File: config.mk
export PLATFORM = sky130hd
export DESIGN_NAME = ws_skew_feeder
export DESIGN_NICKNAME = d
export VERILOG_FILES = /design/src/rtl/ws_skew_feeder.sv
export SDC_FILE = /design/constraint.sdc
export NUM_CORES = 2
export LEC_CHECK = 0
export ABC_CLOCK_PERIOD_IN_PS = 7060
export BUFFER_PORTS_ARGS = -buffer_cell sky130_fd_sc_hd__buf_2
export CORE_AREA = 2 2 461 463
export CTS_BUF_LIST = sky130_fd_sc_hd__clkbuf_2 sky130_fd_sc_hd__clkbuf_4 sky130_fd_sc_hd__clkbuf_8
export CTS_CLUSTER_DIAMETER = 100
export CTS_CLUSTER_SIZE = 12
export DETAILED_ROUTE_END_ITERATION = 8
export DIE_AREA = 0 0 463 465
export GPL_ROUTABILITY_DRIVEN = 0
export HOLD_SLACK_MARGIN = 0.03
export MAX_ROUTING_LAYER = met4
export PLACE_DENSITY = 0.77
export SYNTH_ARGS = -nofsm -noshare
export SYNTH_HDL_FRONTEND = slang
export SYNTH_SLANG_ARGS = --single-unit
File: constraint.sdc
create_clock -name clk -period 7.06 [get_ports clk]
set_input_delay 1.412 -clock clk [delete_from_list [all_inputs] [get_ports clk]]
set_output_delay 1.412 -clock clk [all_outputs]
set_load 0.05 [all_outputs]
File: src/rtl/ws_skew_feeder.sv
// ws_skew_feeder: latches tile weights, buffers activation rows and streams them diagonally skewed to a systolic array
module ws_skew_feeder #(
  parameter int SIZE = 8,
  parameter int ROW = 8,
  parameter int COL = 8,
  parameter int DEPTH = 32,
  parameter int DRAIN_CYCLES = 16
) (
  input  logic                              clk,
  input  logic                              reset,
  input  logic                              start,
  input  logic                              w_valid,
  output logic                              w_ready,
  input  logic [ROW*COL*SIZE-1:0]           w_data,
  input  logic                              act_valid,
  output logic                              act_ready,
  input  logic [ROW*SIZE-1:0]               act_data,
  output logic [ROW*SIZE-1:0]               a_vec,
  output logic [ROW-1:0]                    a_zero,
  output logic [ROW*COL*SIZE-1:0]           b_vec,
  output logic                              b_load,
  output logic                              busy,
  output logic                              done,
  output logic [$clog2(DEPTH*ROW+1)-1:0]    zero_count
);
  localparam int TW = $clog2(DEPTH + ROW);
  localparam int AW = DEPTH > 1 ? $clog2(DEPTH) : 1;
  localparam int DW = DRAIN_CYCLES > 1 ? $clog2(DRAIN_CYCLES) : 1;
  localparam int ZW = $clog2(DEPTH*ROW + 1);
  typedef enum logic [2:0] {IDLE, WLOAD, FILL, STREAM, DRAIN, DONE} state_t;
  state_t state;
  logic [ROW*SIZE-1:0] buf_mem [DEPTH];
  logic [AW-1:0] wr_ptr;
  logic [TW-1:0] t;
  logic [DW-1:0] d;
  logic [ROW*SIZE-1:0] nxt;
  logic [ROW-1:0] nz;
  logic [ZW-1:0] zinc;
  assign busy = state != IDLE;
  assign w_ready = state == WLOAD;
  assign act_ready = state == FILL;
  // skewed pattern for counter t: lane i takes row t-i when that row exists
  always_comb begin
    nxt = '0;
    nz = '0;
    zinc = '0;
    for (int i = 0; i < ROW; i++) begin
      logic [TW-1:0] idx;
      logic win;
      logic [SIZE-1:0] lane;
      idx = t - TW'(i);
      win = (t >= TW'(i)) && (idx < TW'(DEPTH));
      lane = win ? buf_mem[AW'(idx)][SIZE*(ROW-i)-1 -: SIZE] : '0;
      nxt[SIZE*(ROW-i)-1 -: SIZE] = lane;
      nz[i] = lane == '0;
      zinc = zinc + ZW'(win && lane == '0);
    end
  end
  // activation buffer is written only by FILL handshakes
  always_ff @(posedge clk)
    if (state == FILL && act_valid) buf_mem[wr_ptr] <= act_data;
  // tile sequencer with registered array-side outputs
  always_ff @(posedge clk) begin
    if (reset) begin
      state <= IDLE;
      a_vec <= '0;
      a_zero <= '1;
      b_vec <= '0;
      b_load <= 1'b0;
      done <= 1'b0;
      zero_count <= '0;
      wr_ptr <= '0;
      t <= '0;
      d <= '0;
    end else begin
      b_load <= 1'b0;
      done <= 1'b0;
      case (state)
        IDLE: if (start) begin
          state <= WLOAD;
          zero_count <= '0;
        end
        WLOAD: if (w_valid) begin
          b_vec <= w_data;
          b_load <= 1'b1;
          state <= FILL;
        end
        FILL: if (act_valid) begin
          wr_ptr <= wr_ptr == AW'(DEPTH-1) ? '0 : wr_ptr + AW'(1);
          t <= '0;
          if (wr_ptr == AW'(DEPTH-1)) state <= STREAM;
        end
        STREAM: begin
          a_vec <= nxt;
          a_zero <= nz;
          zero_count <= zero_count + zinc;
          t <= t + TW'(1);
          d <= '0;
          if (t == TW'(DEPTH+ROW-2)) state <= DRAIN;
        end
        DRAIN: begin
          a_vec <= '0;
          a_zero <= '1;
          d <= d + DW'(1);
          if (d == DW'(DRAIN_CYCLES-1)) begin
            state <= DONE;
            done <= 1'b1;
          end
        end
        default: state <= IDLE;
      endcase
    end
  end
endmodule

---- Word-level counts from Yosys, hierarchy flattened ----
Memory sizes are Yosys's and may differ from the RTL's. A register that Yosys moved wholly into a read port is not among the register bits.
Index checks and enable logic that the tools add are counted.
storage, ports and cells
  flip-flop bits (word level) ............. 613
  latch bits .............................. 0
  memory bits (writable) .................. 2048
  bits in read-only memories .............. 0
  input bits .............................. 581
  output and inout port bits .............. 598
  memories kept ........................... 1
operators by class
  add/subtract/negate cells ............... 18
  multipliers ............................. 0
  div/mod/pow operators ................... 0
  order comparisons ....................... 16
  equal/unequal tests ..................... 13
  shifts and indexed selects .............. 0
  mux-type cells .......................... 29
  bitwise logic cells ..................... 2
  reduce and logical (&&, ||, !) cells .... 37
memory list
  name     words  bits a word  read ports  clocked after Yosys merged registers in  wr ports  RTL line  text
  buf_mem  32     64           8           1                                        1         32        logic [ROW*SIZE-1:0] buf_mem [DEPTH];
operators by type and width
  operator                                                           count
  case mux 64 bit (2 select lines)                                   1
  zero test 8 bit                                                    8
  two-way mux 8 bit                                                  8
  < comparator 6 bit, second input constant                          8
  greater-or-equal comparator 6 x 3 -> 1 bit, second input constant  4
  subtractor 6 x 3 -> 6 bit, second input constant                   4
  two-way mux 3 bit                                                  6
  case mux 9 bit (2 select lines)                                    1
  logical AND 1 bit                                                  17
  case mux 8 bit (2 select lines)                                    1
  two-way mux 5 bit                                                  3
  case mux 3 bit (5 select lines)                                    1
  greater-or-equal comparator 6 x 1 -> 1 bit, second input constant  2
  greater-or-equal comparator 6 x 2 -> 1 bit, second input constant  2
  case mux 6 bit (2 select lines)                                    1
  subtractor 6 x 2 -> 6 bit, second input constant                   2
  inequality test 2 bit, second input constant                       5
  adder 9 x 8 -> 9 bit                                               1
  two-way mux 9 bit                                                  1
  adder 7 x 1 -> 8 bit                                               1
  case mux 4 bit (2 select lines)                                    1
  AND reduction 2 bit                                                4
  adder 6 x 1 -> 7 bit                                               1
  adder 5 x 1 -> 6 bit                                               1
  other kinds (23)                                                   31

---- Longest topological paths before layout ----
  depth in word-level cells ............... 15
  depth in mapped cells ................... 33

---- Least setup slack after synthesis ----
OpenSTA, ideal clock, no wires.
  kind .................................... reg2reg
  start ................................... reg t[2]
  end ..................................... reg zero_count[8]
  library setup time ...................... 0.128 ns
  arrival ................................. 6.797 ns
  data required time ...................... 6.932 ns
  path slack .............................. 0.135 ns
  cell stages (with the launch flop) ...... 31
  period minus slack after synthesis ...... 6.925 ns
  path through ............................ dfxtp_1 buf_4 buf_1 buf_1 inv_1 ha_1 clkbuf_1 clkbuf_1 clkbuf_1 mux4_2 a22oi_1 nand2_1 a32o_1 nor4_1 and2_1 fa_1 inv_1 fa_1 inv_1 fa_1 fa_1 inv_1 fa_1 nor2b_1 o21ai_0 a21oi_1 and3_1 nand3_1 nand3_1 o21a_1 nor2_1
between the ends
  cells in the longest elaborated chain, start to end .. 15
ends and longest elaborated chain
  element                                                        RTL line  text
  from (decl)                                                    34        logic [TW-1:0] t;
  from (signal assigned)                                         97        t <= t + TW'(1);
  branches (longest 12 deep; another with memory (32 x 64 bit))  n/a
  adder 7 x 1 -> 8 bit (*)                                       56        zinc = zinc + ZW'(win && lane == '0);
  adder 9 x 8 -> 9 bit (*)                                       96        zero_count <= zero_count + zinc;
  case mux 9 bit (2 select lines) (*)                            78        case (state)
  to (signal assigned)                                           96
  to (decl)                                                      24        output logic [$clog2(DEPTH*ROW+1)-1:0] zero_count
Mark *: on every way between the ends.
A chain may end at the register's enable or synchronous reset.

---- Final worst setup path ----
  start ................................... reg t[0]
  end ..................................... reg zero_count[8]
Same word-level chain as after synthesis.

==> results.json <==
{
  "grt_pass1_vias": 61800,
  "start_util_pct": 47.7,
  "top_usage_layer": "met2",
  "yosysSeqAreaShare_pct": 73.5,
  "overflow": 0,
  "ys_seq_elements": 2666,
  "fin_area_mm2": 0.115,
  "port-buffer-count": 1178,
  "fin_skew_ns": 0.0996,
  "postCtsHoldBufs": 0,
  "die_area_mm2": 0.215,
  "syn-cell-area_mm2": 0.101,
  "grt_util_met2_pct": 55.4,
  "multi_input_area_mm2": 0.0254,
  "finalHoldViolCount": 0,
  "final-setup-viol-count": 0,
  "whs_ns": 0.456,
  "fin_crit_sh_pct": 92.4,
  "met3_usage_pct": 20.6,
  "grt_setup_unrepaired": "false",
  "ant_nets": 0,
  "grt_usage_pct": 40.3,
  "dp_hpwl_um": 307000,
  "yosys-top-cells-count": "edfxtp_1, nand2_1, a21oi_1, dfxtp_1, mux4_2",
  "synth_edf_count": 2048,
  "vias_per_cell": 6.32,
  "syn_area_per_cell_um2": 15.8,
  "cp_data_required_time_ns": 7.97,
  "crit_path_end": "zero_count[8]$_SDFFE_PP0P_",
  "register_area_mm2": 0.0739,
  "synth_area_leaders": "edfxtp_1, dfxtp_1, mux4_2",
  "max_cap_viol_count": 0,
  "ios": 1179,
  "r2r-end": "zero_count[8]$_SDFFE_PP0P_",
  "crit_type": "flop to flop",
  "fp.dieW_um": 463,
  "r2r_cells": 24,
  "drt-total-wl_um": 428000,
  "drc": 36,
  "numCtsBuffers": 241,
  "clkTransAtPathRegs_ns": 0.10,
  "worstMarginPinSlew_ns": 1.41,
  "place_area_mm2": 0.110,
  "cts_tree": "yes",
  "r2r_slack_ns": 0.54,
  "fin_crit_ns": 6.52,
  "cts_setup_buffers": 0,
  "endpoint_kind": "flop",
  "clockBufferDepth": 3,
  "grt_util_met1_pct": 46.7,
  "synth_nets": 6957,
  "cp-startpoint": "t[0]$_SDFFE_PP0P_",
  "die_h_um": 465,
  "num_vias": 67000,
  "clk_latency_ns": 1.08,
  "maxSlewViolCount": 0,
  "wl_per_cell_um": 40.4,
  "cts.sinks": 2666,
  "synth_ff_type": "edfxtp_1",
  "finalCoreUtilization_pct": 54.7,
  "dp.cells": 10100,
  "hp-class": "flop to flop",
  "synth.distinct_cells": 73,
  "crit_path_max_fanout": 14,
  "yosysMostFrequentCell": "edfxtp_1",
  "fin_tns_setup_ns": 0,
  "antenna_found_initial": 109,
  "max_freq_mhz": 153,
  "synthDominantCellAreaShare_pct": 61.2,
  "arrival_ns": 7.43,
  "hold_depth": 2,
  "syn_inst": 6345,
  "startpoint_type": "flop",
  "num_rows": 169,
  "grt_pass1_wl_um": 560000,
  "post-synth-top-area-cell": "edfxtp_1",
  "p_per_area_mw_per_mm2": 285,
  "status": "finished with violations",
  "r2r-start": "t[0]$_SDFFE_PP0P_",
  "n_fill_cell": 16600,
  "design.core.area_mm2": 0.211,
  "area_delta_synth_final_pct": 14.7,
  "yosysWarnings": 0,
  "final_nets": 8151,
  "ctsResizeCount": 0,
  "failed_checks": "design-rule violations",
  "ys_async_sr_fraction_pct": 0,
  "relSlewSlack_pct": 5.79,
  "drt-pass1-iter-count": 9,
  "grt_max_degree": 238,
  "drive_above_1_share_pct": 30.0,
  "cts_root_buffer": "clkbuf_8",
  "fin_cells": 10600,
  "ir_drop_mv": 0.264,
  "p_leak_nw": 39.4,
  "htree_levels": 4,
  "initialDrtViolationCount": 12800
}
-- layer usage --
layer  vias up  share of wire (%)
met5         -                  0
met4         0                8.0
met3      1143                 18
met2      5996                 42
met1     33400                 32
li1      26500                  -
-- cell families after synthesis --
kind of cell | Yosys count | synth area share [%]
adder cells (fa/ha/maj) | 31 | 0.423
AND/OR/NAND/NOR | 1727 | 6.89
flip-flops | 2666 | 73.5
multiplexers | 628 | 12.3
XOR/XNOR | 18 | 0.164
buffers and inverters | 403 | 1.69
AO/OA/AOI/OAI | 872 | 5.02
-- layout make-up --
cell class	count	area share, %
Sequential cell	2666	64.1
Multi-Input combinational cell	3276	22.0
Antenna cell	78	0.169
Inverter	16	0.0521
Timing Repair Buffer	1338	6.62
Clock buffer	392	3.87
Clock inverter	17	0.203
Tap cell	2821	3.06
-- registers in the layout (all words and copies together) (netlist names), named ones only --
signal,count
wr_ptr,5
done,1
a_zero,8
state,3
d,4
t,6
b_load,1
a_vec,64
buf_mem,2048
b_vec,512
zero_count,9
-- cells in the final DEF, fill, tap and decap left out, types with 96 or more instances in the layout --
| cell type | n |
|---|---|
| buf_2 | 1177 |
| dfxtp_1 | 612 |
| mux4_2 | 488 |
| clkbuf_8 | 243 |
| edfxtp_1 | 2048 |
| a21oi_1 | 618 |
| clkbuf_4 | 149 |
| nand2_1 | 1320 |
| nor2_1 | 157 |
| nand3_1 | 96 |
| buf_4 | 118 |
| mux2i_1 | 125 |
-- worst min path at each step --
stage | startpoint | end | slack, ns
floorplan | d[3]$_SDFFE_PP0P_ | done$_SDFF_PP0_ | 0.44
global placement | b_vec[345]$_SDFFE_PP0P_ | b_vec[345]$_SDFFE_PP0P_ | 0.44
detailed placement | b_vec[423]$_SDFFE_PP0P_ | b_vec[423]$_SDFFE_PP0P_ | 0.44
CTS | b_vec[423]$_SDFFE_PP0P_ | b_vec[423]$_SDFFE_PP0P_ | 0.45
global route | b_vec[346]$_SDFFE_PP0P_ | b_vec[346]$_SDFFE_PP0P_ | 0.46
finish | b_vec[423]$_SDFFE_PP0P_ | b_vec[423]$_SDFFE_PP0P_ | 0.46
-- through the flow --
stage                     setup WS (ns)  total power, mW
after floorplan                   0.135             21.3
after global placement            0.663             23.7
after detailed placement          0.641             23.8
after CTS                         0.586             32.7
after global routing              0.259             33.6
final                             0.538             32.9
-- worst max-delay path: stages (launching register included) --
cell and delay, ns:
dfxtp_4 0.53, ha_1 0.63, and3b_1 0.36, nor2_1 0.09, o31ai_1 0.27, buf_4 0.26, a32oi_1 0.14, and3_1 0.22
nor3_1 0.24, nand3_1 0.22, or2_1 0.35, fa_1 0.52, inv_1 0.06, fa_1 0.49, fa_1 0.26, inv_1 0.10
fa_1 0.43, nor2b_1 0.17, o21ai_0 0.13, a21oi_1 0.23, and3_1 0.22, nand3_1 0.11, nand3_1 0.10, o21a_1 0.16
nor2_1 0.04
-- report_power, final --
part           switching (mW)  leakage, nW  internal (mW)
Clock                    5.27         2.54           4.01
Sequential              0.279         23.4           17.3
Combinational            4.70         13.5           1.33
Power figures use the tool's default switching activity.
